$ cat src/rtl/des_align_pkg.sv
// Shared types and default parameters for the framed serial aligner.
package des_align_pkg;

  localparam int unsigned DEF_WIDTH     = 8;
  localparam int unsigned DEF_FRAME_LEN = 4;
  localparam logic [7:0]  DEF_SYNC_WORD = 8'hA5;
  localparam int unsigned DEF_LOCK_CNT  = 3;
  localparam int unsigned DEF_MISS_CNT  = 3;
  localparam int unsigned ERRCNT_W      = 8;

  typedef enum logic [1:0] {
    ST_HUNT   = 2'd0,
    ST_VERIFY = 2'd1,
    ST_LOCKED = 2'd2
  } state_t;

endpackage

$ cat src/rtl/des_align_cnt.sv
// Bit/word position tracker; a clear anchors it just after a sync word's LSB.
module des_align_cnt
  import des_align_pkg::*;
#(
  parameter int unsigned WIDTH     = DEF_WIDTH,
  parameter int unsigned FRAME_LEN = DEF_FRAME_LEN
) (
  input  logic clk,
  input  logic rst_n,
  input  logic i_clear,
  input  logic i_en,
  output logic o_word_end_c,
  output logic o_sync_slot_c
);

  localparam int unsigned BW = $clog2(WIDTH);
  localparam int unsigned FW = $clog2(FRAME_LEN);

  logic [BW-1:0] r_bit;
  logic [FW-1:0] r_word;
  logic          w_bit_wrap;
  logic          w_word_wrap;

  assign w_bit_wrap  = (r_bit == BW'(WIDTH - 1));
  assign w_word_wrap = (r_word == FW'(FRAME_LEN - 1));

  // After a clear the next sampled bit is the MSB of data word 1.
  always_ff @(posedge clk or negedge rst_n) begin
    if (!rst_n) begin
      r_bit  <= '0;
      r_word <= '0;
    end else if (i_clear) begin
      r_bit  <= '0;
      r_word <= FW'(1);
    end else if (i_en) begin
      if (w_bit_wrap) begin
        r_bit  <= '0;
        r_word <= w_word_wrap ? '0 : r_word + FW'(1);
      end else begin
        r_bit <= r_bit + BW'(1);
      end
    end
  end

  assign o_word_end_c  = w_bit_wrap;
  assign o_sync_slot_c = w_bit_wrap && (r_word == '0);

endmodule

$ cat src/rtl/des_align.sv
// Framed serial receiver: hunts for SYNC_WORD, verifies it, then emits aligned words.
// Define DES_ALIGN_ERRCNT_EN to add the saturating sync_err_cnt output.
module des_align
  import des_align_pkg::*;
#(
  parameter int unsigned      WIDTH     = DEF_WIDTH,
  parameter int unsigned      FRAME_LEN = DEF_FRAME_LEN,
  parameter logic [WIDTH-1:0] SYNC_WORD = WIDTH'(DEF_SYNC_WORD),
  parameter int unsigned      LOCK_CNT  = DEF_LOCK_CNT,
  parameter int unsigned      MISS_CNT  = DEF_MISS_CNT
) (
  input  logic             clock,
  input  logic             reset_n,
  input  logic             enable,
  input  logic             din,
  output logic [WIDTH-1:0] dout,
  output logic             dout_valid,
  output logic             locked,
  output logic             sync_err
`ifdef DES_ALIGN_ERRCNT_EN
  ,
  output logic [ERRCNT_W-1:0] sync_err_cnt
`endif
);

  localparam int unsigned GW = $clog2(LOCK_CNT + 1);
  localparam int unsigned MW = $clog2(MISS_CNT + 1);

  state_t           r_state;
  logic [WIDTH-1:0] r_sr;
  logic [GW-1:0]    r_good;
  logic [MW-1:0]    r_miss;
  logic [WIDTH-1:0] r_dout;
  logic             r_valid;
  logic             r_locked;
  logic             r_err;

  state_t           w_state_nxt;
  logic [WIDTH-1:0] w_sr_nxt;
  logic [GW-1:0]    w_good_nxt;
  logic [GW-1:0]    w_good_inc;
  logic [MW-1:0]    w_miss_nxt;
  logic [MW-1:0]    w_miss_inc;
  logic [WIDTH-1:0] w_dout_nxt;
  logic             w_valid_nxt;
  logic             w_err_nxt;
  logic             w_clear;
  logic             w_match;
  logic             w_word_end;
  logic             w_sync_slot;

  assign w_sr_nxt   = {r_sr[WIDTH-2:0], din};
  assign w_match    = (w_sr_nxt == SYNC_WORD);
  assign w_good_inc = r_good + GW'(1);
  assign w_miss_inc = r_miss + MW'(1);

  des_align_cnt #(
    .WIDTH     (WIDTH),
    .FRAME_LEN (FRAME_LEN)
  ) u_cnt (
    .clk           (clock),
    .rst_n         (reset_n),
    .i_clear       (w_clear),
    .i_en          (enable),
    .o_word_end_c  (w_word_end),
    .o_sync_slot_c (w_sync_slot)
  );

  // Next-state and output decode; nothing advances while enable is low.
  always_comb begin
    w_state_nxt = r_state;
    w_good_nxt  = r_good;
    w_miss_nxt  = r_miss;
    w_dout_nxt  = r_dout;
    w_valid_nxt = 1'b0;
    w_err_nxt   = 1'b0;
    w_clear     = 1'b0;
    if (enable) begin
      unique case (r_state)
        ST_HUNT: begin
          if (w_match) begin
            w_clear     = 1'b1;
            w_good_nxt  = GW'(1);
            w_miss_nxt  = '0;
            w_state_nxt = (LOCK_CNT == 1) ? ST_LOCKED : ST_VERIFY;
          end
        end
        ST_VERIFY: begin
          if (w_sync_slot) begin
            if (w_match) begin
              w_good_nxt = w_good_inc;
              if (w_good_inc == GW'(LOCK_CNT)) begin
                w_miss_nxt  = '0;
                w_state_nxt = ST_LOCKED;
              end
            end else begin
              w_state_nxt = ST_HUNT;
            end
          end
        end
        ST_LOCKED: begin
          if (w_sync_slot) begin
            if (w_match) begin
              w_miss_nxt = '0;
            end else begin
              w_err_nxt  = 1'b1;
              w_miss_nxt = w_miss_inc;
              if (w_miss_inc == MW'(MISS_CNT)) begin
                w_state_nxt = ST_HUNT;
              end
            end
          end else if (w_word_end) begin
            w_dout_nxt  = w_sr_nxt;
            w_valid_nxt = 1'b1;
          end
        end
        default: w_state_nxt = ST_HUNT;
      endcase
    end
  end

  always_ff @(posedge clock or negedge reset_n) begin
    if (!reset_n) begin
      r_state  <= ST_HUNT;
      r_sr     <= '0;
      r_good   <= '0;
      r_miss   <= '0;
      r_dout   <= '0;
      r_valid  <= 1'b0;
      r_locked <= 1'b0;
      r_err    <= 1'b0;
    end else begin
      if (enable) begin
        r_sr <= w_sr_nxt;
      end
      r_state  <= w_state_nxt;
      r_good   <= w_good_nxt;
      r_miss   <= w_miss_nxt;
      r_dout   <= w_dout_nxt;
      r_valid  <= w_valid_nxt;
      r_locked <= (w_state_nxt == ST_LOCKED);
      r_err    <= w_err_nxt;
    end
  end

  assign dout       = r_dout;
  assign dout_valid = r_valid;
  assign locked     = r_locked;
  assign sync_err   = r_err;

`ifdef DES_ALIGN_ERRCNT_EN
  logic [ERRCNT_W-1:0] r_err_cnt;

  // Saturating count of missed syncs; only reset clears it.
  always_ff @(posedge clock or negedge reset_n) begin
    if (!reset_n) begin
      r_err_cnt <= '0;
    end else if (w_err_nxt && (r_err_cnt != '1)) begin
      r_err_cnt <= r_err_cnt + ERRCNT_W'(1);
    end
  end

  assign sync_err_cnt = r_err_cnt;
`endif

endmodule

$ cat config.mk
export PLATFORM = sky130hd
export DESIGN_NAME = des_align
export DESIGN_NICKNAME = d
export VERILOG_FILES = /design/src/rtl/des_align_pkg.sv /design/src/rtl/des_align_cnt.sv /design/src/rtl/des_align.sv
export SDC_FILE = /design/constraint.sdc
export NUM_CORES = 1
export LEC_CHECK = 0
export CORE_MARGIN = 5
export CORE_UTILIZATION = 45
export CTS_BUF_LIST = sky130_fd_sc_hd__clkbuf_2
export DETAILED_ROUTE_END_ITERATION = 16
export PLACE_DENSITY = 0.68
export SLEW_MARGIN = 20
export SYNTH_ARGS = -nofsm -noshare
export SYNTH_HDL_FRONTEND = slang
export SYNTH_SLANG_ARGS = --single-unit
$ cat constraint.sdc
create_clock -name clock -period 1.7 [get_ports clock]
set_input_delay 0.34 -clock clock [delete_from_list [all_inputs] [get_ports clock]]
set_output_delay 0.34 -clock clock [all_outputs]
set_load 0.005 [all_outputs]
==> impl_metrics.ini, run 1 <==
[route]
vias = 1019
dr.pass1.iters = 4
drt_iter0_markers = 39
detail-route-antenna-nets = 0
routed_wl_um = 2750
post-route-drc-count = 0
wire_per_inst_um = 14.8
avgViaCountPerCell = 5.48

[timing]
timing.slew.headroom = 0.754
drv_slew = 0
setup_viol = 0
clock.fmax_ghz = 0.610
skew_ns = 0.00762
post-route-period-util = 0.965
period_minus_slack_ns = 1.64
tightest_slew_ns = 0.369
hold_viol_final = 0

[floorplanning]
io_pins = 15
rows = 20
die_y_um = 65.6
start_util = 0.464
die_width_um = 65.6
fp.dieArea_um2 = 4310
core_area_um2 = 3000

[final_layout]
final_layout_size_suffix_gt1_frac = 0.373
diodes = 0
fin_nets = 162
final_common_cell = dfrtp_1
fillCellCount = 244
instances_no_fill = 186
syn2layout_area_growth_pct = 29.0
mostFrequentLayoutCells = dfrtp_1, buf_4, mux2_2

[worst_setup_path]
r2r_cells = 6
crit_type = flop to flop
slowest_stage = dfrtp_1
cpPeakStageDelay_ns = 0.39
critPathTopFamily = flip-flops
cp.required_ns = 1.96
cp_max_fo = 4
critPathBufInv = 1
critPathLaunchType = flop
path_depth = 6
crit_path_end_kind = flop
cp.arrival_ns = 1.90
crit_chain = ha_2 > ha_4 > nand2_2 > nor3b_4 > buf_4 > mux2_2

[power]
ir_drop_uv = 691
power_density_nw_per_um2 = 956
p_leak_nw = 0.897
p_total_mw = 1.72

[cts]
cts_inserted_buffers = 5
cts.sinks = 29
path_clk_slew_ns = 0.14
clock_path_buffers = 2
ctsHoldBuffers = 0
clkLatencyLatePin_ns = 0.35
cts-root-buf = clkbuf_2
cts_tree = done
htree_levels = 2

[logic_synthesis]
synth_cell_types = 32
syn_inst = 117
synth-seq-cells = 29
yosys_warnings = 0
yosysSeqAreaShare = 0.521
syn_nets = 127
netlist_area_um2 = 1390
avgSynthCellArea_um2 = 11.9

[flow_run]
cap_violations = 0

[outcome]
status = complete, no violations

[grt]
grt_max_degree = 30
antenna_found_initial = 0
grt_pass1_wl_um = 4840
grt_pass1_vias = 1046
grt_overflow = 0
track_usage = 0.149

[placed_design]
dpl.cell_count = 174
port_buffers = 14
detailed_place_hpwl_um = 1900
gp_congestion = 0.831

[min_path]
hp-class = input port to asynchronous set/reset pin
[where the power goes]
| group | internal [mW] | total, mW | leakage (nW) | switching (mW) |
|---|---|---|---|---|
| logic | 0.196 | 0.376 | 0.484 | 0.180 |
| registers | 0.783 | 0.863 | 0.372 | 0.0805 |
| clock network | 0.251 | 0.478 | 0.0406 | 0.227 |
[repair_timing]
action,CTS,global route
gates resized for setup,7,7
pin swaps,2,1
buffers inserted,2,1
gates cloned,1,0
setup endpoints to repair,11,11
[per-layer routing]
layer / GRT usage / share of wire
met1: 0.188 / 0.45
met2: 0.233 / 0.49
met3: 0.0564 / 0.052
met4: 0.0544 / 0.016
met5: 0 / 0
[worst paths after layout]
| kind | from | end | slack (ns) |
|---|---|---|---|
| worst max register to register | u_cnt.r_bit[0]$_DFFE_PN0P_ | dout[4]$_DFFE_PN0P_ | 0.06 |
| worst max-delay path | u_cnt.r_bit[0]$_DFFE_PN0P_ | dout[4]$_DFFE_PN0P_ | 0.06 |
| max in group asynchronous | reset_n | dout[7]$_DFFE_PN0P_ | 1.07 |
| worst min-delay path | reset_n | r_sr[2]$_DFFE_PN0P_ | 0.36 |
| min in group clock | dout[5]$_DFFE_PN0P_ | dout[5]$_DFFE_PN0P_ | 0.52 |
| worst min register to register | dout[5]$_DFFE_PN0P_ | dout[5]$_DFFE_PN0P_ | 0.52 |
[through the flow]
step	hold slack (ns)	cell area, um2	setup WS (ns)	setup TNS, ns	util
floorplan	0.0444	1390	0.0775	0	-
global route	0.352	1800	-0.0172	-0.0295	0.598
finish	0.358	1800	0.0603	0	0.598
CTS	0.343	1760	0.00532	0	0.585
global placement	0.490	1650	-0.138	-0.979	0.549
detailed placement	0.494	1650	-0.191	-1.77	0.549
[Yosys cell counts]
master / number / area share
dfrtp_1: 29 / 0.52
mux2_2: 16 / 0.13
nand2_1: 10 / 0.027
inv_1: 9 / 0.024
ha_1: 6 / 0.054
o21ai_0: 5 / 0.018
nand3_1: 4 / 0.014
a21oi_1: 3 / 0.011
a31oi_1: 3 / 0.013
nor2_1: 3 / 0.0081
and3_1: 2 / 0.0090
and4bb_2: 2 / 0.018
buf_4: 2 / 0.011
buf_6: 2 / 0.016
nor2b_1: 2 / 0.0090
nor3b_1: 2 / 0.011
or4b_1: 2 / 0.014
a22o_1: 1 / 0.0063
and2_2: 1 / 0.0054
and3_4: 1 / 0.0081
clkbuf_1: 1 / 0.0027
clkbuf_2: 1 / 0.0036
mux2i_1: 1 / 0.0072
nand2b_1: 1 / 0.0045
nand4_1: 1 / 0.0045
nand4b_4: 1 / 0.017
nor3_1: 1 / 0.0036
o211ai_1: 1 / 0.0054
o221ai_1: 1 / 0.0063
o22ai_1: 1 / 0.0045
o2bb2ai_1: 1 / 0.0063
o32ai_1: 1 / 0.0063
[cell type report]
cell class                 instances  area (um2)  area share
timing repair buffer              34         294       0.164
multi-input combinational         73         638       0.355
tap                               33        41.3      0.0230
clock buffer                       6        30.0      0.0167
clock inverter                     2        33.8      0.0188
inverter                           9        33.8      0.0188
sequential                        29         726       0.404
[registers in the layout (all words and copies together), names as in the netlist]
register / flops
r_state: 2
r_good: 2
u_cnt.r_word: 2
dout: 8
r_sr: 7
sync_err: 1
u_cnt.r_bit: 3
r_miss: 2
locked: 1
dout_valid: 1
[cell families (layout without fill, tap and decap cells)]
group,after synthesis,after routing,share of synthesized area
compound gates,17,17,0.0773
mux,17,17,0.137
flops,29,29,0.521
fa+ha+maj,6,6,0.0539
buf+inv,15,51,0.0575
simple gates,33,33,0.154
Note: power is estimated with default switching activity, not from simulation.
==> run 2: changes to the inputs <==
PLACE_DENSITY = 0.66   (was 0.68)
clock period = 2.1 ns   (was 1.7 ns; I/O delays follow)
==> impl_metrics.ini, run 2 (synthesized netlist as in run 1, its figures left out) <==
[grt]
track_usage = 0.140
grt_pass1_vias = 986
grt_pass1_wl_um = 4490
grt_overflow = 0
antenna_found_initial = 0
grt_max_degree = 30

[timing]
setup_viol = 0
period_minus_slack_ns = 1.85
timing.slew.headroom = 0.755
drv_slew = 0
whs_ns = 0.432
tightest_slew_ns = 0.368
worst_slack_ns = 0.252
post-route-period-util = 0.880
clock.fmax_ghz = 0.541
fin_tns_setup_ns = 0
hold_viol_final = 0
skew_ns = 0.00505
rsz0062_at_grt = no

[route]
avgViaCountPerCell = 5.41
vias = 915
routed_wl_um = 2340
dr.pass1.iters = 4
wire_per_inst_um = 13.9
drt_iter0_markers = 30
post-route-drc-count = 0
detail-route-antenna-nets = 0

[cts]
cts_setup_buffers = 0
ctsHoldBuffers = 0
cts_tree = done
clock_path_buffers = 2
path_clk_slew_ns = 0.15
cts_resized = 0
cts-root-buf = clkbuf_2
clkLatencyLatePin_ns = 0.34
cts.sinks = 29
htree_levels = 2
cts_inserted_buffers = 5

[worst_setup_path]
cp_max_fo = 9
slowest_stage = dfrtp_1
crit_chain = ha_1 > ha_1 > nand2_1 > nor3b_1 > buf_4 > mux2_2
cpPeakStageDelay_ns = 0.40
cpMostUsedCell = ha_1
cp.required_ns = 2.35
crit_type = flop to flop
crit_path_end_kind = flop
critPathLaunchType = flop
cp.arrival_ns = 2.10
rrSetupSlack_ns = 0.25

[placed_design]
port_buffers = 14
gp_congestion = 0.732
dpl_worst_slack_ns = 0.0735
detailed_place_hpwl_um = 1660

[final_layout]
largest_reg_flops = 8
syn2layout_area_growth_pct = 16.8
final_common_cell = dfrtp_1
diodes = 0
mostFrequentLayoutCells = dfrtp_1, mux2_2, clkdlybuf4s50_1
final_layout_size_suffix_gt1_frac = 0.228
fin_nets = 145

[floorplanning]
fp.dieArea_um2 = 4310
io_pins = 15
rows = 20
die_y_um = 65.6
start_util = 0.464
die_width_um = 65.6
core_area_um2 = 3000

[outcome]
status = complete, no violations

[power]
power_density_nw_per_um2 = 801
ir_drop_uv = 410
p_leak_nw = 0.804

[min_path]
hp-class = input port to asynchronous set/reset pin

[flow_run]
cap_violations = 0
==> run 2: changes by cell type in the layout (fill, tap and decap cells not counted), sizes merged <==
cell  delta
buf     -17
==> run 2: critical path, delay by kind of cell, from the launching register on <==
kind,cells,cell delay (ns)
simple gates,2,0.33
flops,1,0.40
mux,1,0.35
fa+ha+maj,2,0.45
buf+inv,1,0.22
==> run 2: path summary, 6_finish.rpt <==
check                                      startpoint                           to  cells after the start
min                                           reset_n  u_cnt.r_word[0]$_DFFE_PN0P_                      2
max                        u_cnt.r_bit[0]$_DFFE_PN0P_          dout[2]$_DFFE_PN0P_                      6
max reg2reg                u_cnt.r_bit[0]$_DFFE_PN0P_          dout[2]$_DFFE_PN0P_                      6
max in group asynchronous                     reset_n             locked$_DFF_PN0_                      2
min in group clock                dout[6]$_DFFE_PN0P_          dout[6]$_DFFE_PN0P_                      1
min reg2reg                       dout[6]$_DFFE_PN0P_          dout[6]$_DFFE_PN0P_                      1
==> run 2: routing by layer <==
metal / part of all wire / global-route usage
met5: 0 / 0
met4: 0.016 / 0.0622
met3: 0.050 / 0.0632
met2: 0.47 / 0.209
met1: 0.46 / 0.172
==> run 2: per-stage QoR <==
step | utilization | total power [mW] | cell area, um2 | cells
2_1_floorplan | - | 0.862 | 1390 | 117
3_3_place_gp | 0.520 | 0.912 | 1560 | 161
3_5_place_dp | 0.520 | 0.927 | 1560 | 161
4_1_cts | 0.542 | 1.33 | 1630 | 169
5_1_grt | 0.542 | 1.41 | 1630 | 169
6_report | 0.542 | 1.30 | 1630 | 169
==> run 2: where the power goes <==
group          leakage [nW]  internal, mW  switching [mW]
combinational         0.391         0.108           0.105
sequential            0.372         0.634          0.0649
clock                0.0406         0.204           0.187
total                 0.804         0.945           0.357
==> run 2: layout make-up <==
cell class	instances	area, um2
Tap cell	33	41.3
Fill cell	266	1380
Timing Repair Buffer	17	175
Inverter	9	33.8
Multi-Input combinational cell	73	587
Sequential cell	29	726
Clock inverter	2	33.8
Clock buffer	6	30.0
==> run 3: changes to the inputs <==
REMOVE_ABC_BUFFERS = 1   (was unset)
==> impl_metrics.ini, run 3 (synthesized netlist as in run 1, its figures left out) <==
[worst_setup_path]
critPathBufInv = 1
rr_startpoint = u_cnt.r_bit[0]$_DFFE_PN0P_
cp.arrival_ns = 2.10
crit_chain = ha_1 > ha_1 > nand2_1 > nor3b_1 > buf_4 > mux2_2
cpPeakStageDelay_ns = 0.40
slowest_stage = dfrtp_1
r2r_cells = 6
rrSetupSlack_ns = 0.24
cpMostUsedCell = ha_1
crit_type = flop to flop
cp_max_fo = 9
critPathLaunchType = flop
critPathTopFamily = adder cells
cp.required_ns = 2.34
r2r_end = dout[5]$_DFFE_PN0P_
crit_path_end_kind = flop

[timing]
period_minus_slack_ns = 1.86
clock.fmax_ghz = 0.539
rsz0062_at_grt = no
hold_viol_final = 0
fin_tns_setup_ns = 0
timing.slew.headroom = 0.759
drv_slew = 0
setup_viol = 0
post-route-period-util = 0.884
worst_slack_ns = 0.244
tightest_slew_ns = 0.362
skew_ns = 0.00936

[grt]
grt_pass1_wl_um = 4090
grt_overflow = 0
grt_pass1_vias = 890
grt_max_degree = 30
track_usage = 0.128
antenna_found_initial = 0

[final_layout]
mostFrequentLayoutCells = dfrtp_1, mux2_2, clkdlybuf4s50_1
fin_nets = 145
diodes = 0
register_area_um2 = 726
final_common_cell = dfrtp_1
syn2layout_area_growth_pct = 14.6
fillCellCount = 280
final_layout_size_suffix_gt1_frac = 0.222
multiInputGateArea_um2 = 587
largest_reg_flops = 8

[cts]
cts.sinks = 29
cts_inserted_buffers = 5
clkLatencyLatePin_ns = 0.35
cts_resized = 0
ctsHoldBuffers = 0
htree_levels = 2
path_clk_slew_ns = 0.13
cts_tree = done
cts_setup_buffers = 0
cts-root-buf = clkbuf_2
clock_path_buffers = 2

[placed_design]
dpl_worst_slack_ns = 0.0869
port_buffers = 14
detailed_place_hpwl_um = 1650
gp_congestion = 0.803

[floorplanning]
fp.dieArea_um2 = 4310
core_area_um2 = 3000
rows = 20
die_width_um = 65.6
start_util = 0.464
io_pins = 15
die_y_um = 65.6

[route]
avgViaCountPerCell = 5.42
routed_wl_um = 2360
vias = 911
detail-route-antenna-nets = 0
wire_per_inst_um = 14.0
post-route-drc-count = 0
drt_iter0_markers = 30
dr.pass1.iters = 4

[power]
ir_drop_uv = 417
power_density_nw_per_um2 = 734
p_total_mw = 1.17
p_leak_nw = 0.790

[outcome]
status = complete, no violations

[flow_run]
cap_violations = 0

[min_path]
hp-class = input port to asynchronous set/reset pin
## run 3: cell types whose count changed in the layout (fill, tap and decap cells not counted), sizes merged
cell and change:
bufinv -1
## run 3: area by class of cell
cell class,instances,area share
Sequential cell,29,0.455
Multi-Input combinational cell,73,0.368
Timing Repair Buffer,17,0.110
Tap cell,33,0.0259
Inverter,9,0.0212
Clock buffer,6,0.0188
Clock inverter,1,0.00235
## run 3: worst max-delay path by stage
stage / slack (ns) / startpoint / depth (start not counted) / end
after floorplan: 0.04 / u_cnt.r_bit[0]$_DFFE_PN0P_ / 5 / dout[0]$_DFFE_PN0P_
after global placement: 0.14 / din / 5 / r_good[1]$_DFFE_PN0P_
after detailed placement: 0.09 / din / 5 / r_good[1]$_DFFE_PN0P_
after CTS: 0.23 / u_cnt.r_bit[0]$_DFFE_PN0P_ / 6 / dout[0]$_DFFE_PN0P_
after global routing: 0.11 / u_cnt.r_bit[0]$_DFFE_PN0P_ / 6 / dout[6]$_DFFE_PN0P_
final: 0.24 / u_cnt.r_bit[0]$_DFFE_PN0P_ / 6 / dout[5]$_DFFE_PN0P_
## run 3: routing by layer
metal / wire (um) / up-vias / share of wire / global-route usage
met5: 0 / - / 0 / 0
met4: 51 / 0 / 0.022 / 0.0622
met3: 145 / 7 / 0.062 / 0.0598
met2: 1080 / 19 / 0.46 / 0.190
met1: 1080 / 436 / 0.46 / 0.155
li1: - / 449 / - / -
## run 3: power by group
group	switching [mW]	leakage, nW	internal [mW]
combinational	0.108	0.391	0.110
sequential	0.0658	0.372	0.634
clock	0.177	0.0265	0.0776
total	0.352	0.790	0.821
## run 3: stage by stage
step           cell area (um2)   util  instances  hold WS [ns]
3_5_place_dp              1560  0.520        161         0.494
4_1_cts                   1600  0.532        168         0.435
2_1_floorplan             1350      -        111         0.124
5_1_grt                   1600  0.532        168         0.428
3_3_place_gp              1560  0.520        161         0.489
6_report                  1600  0.532        168         0.432
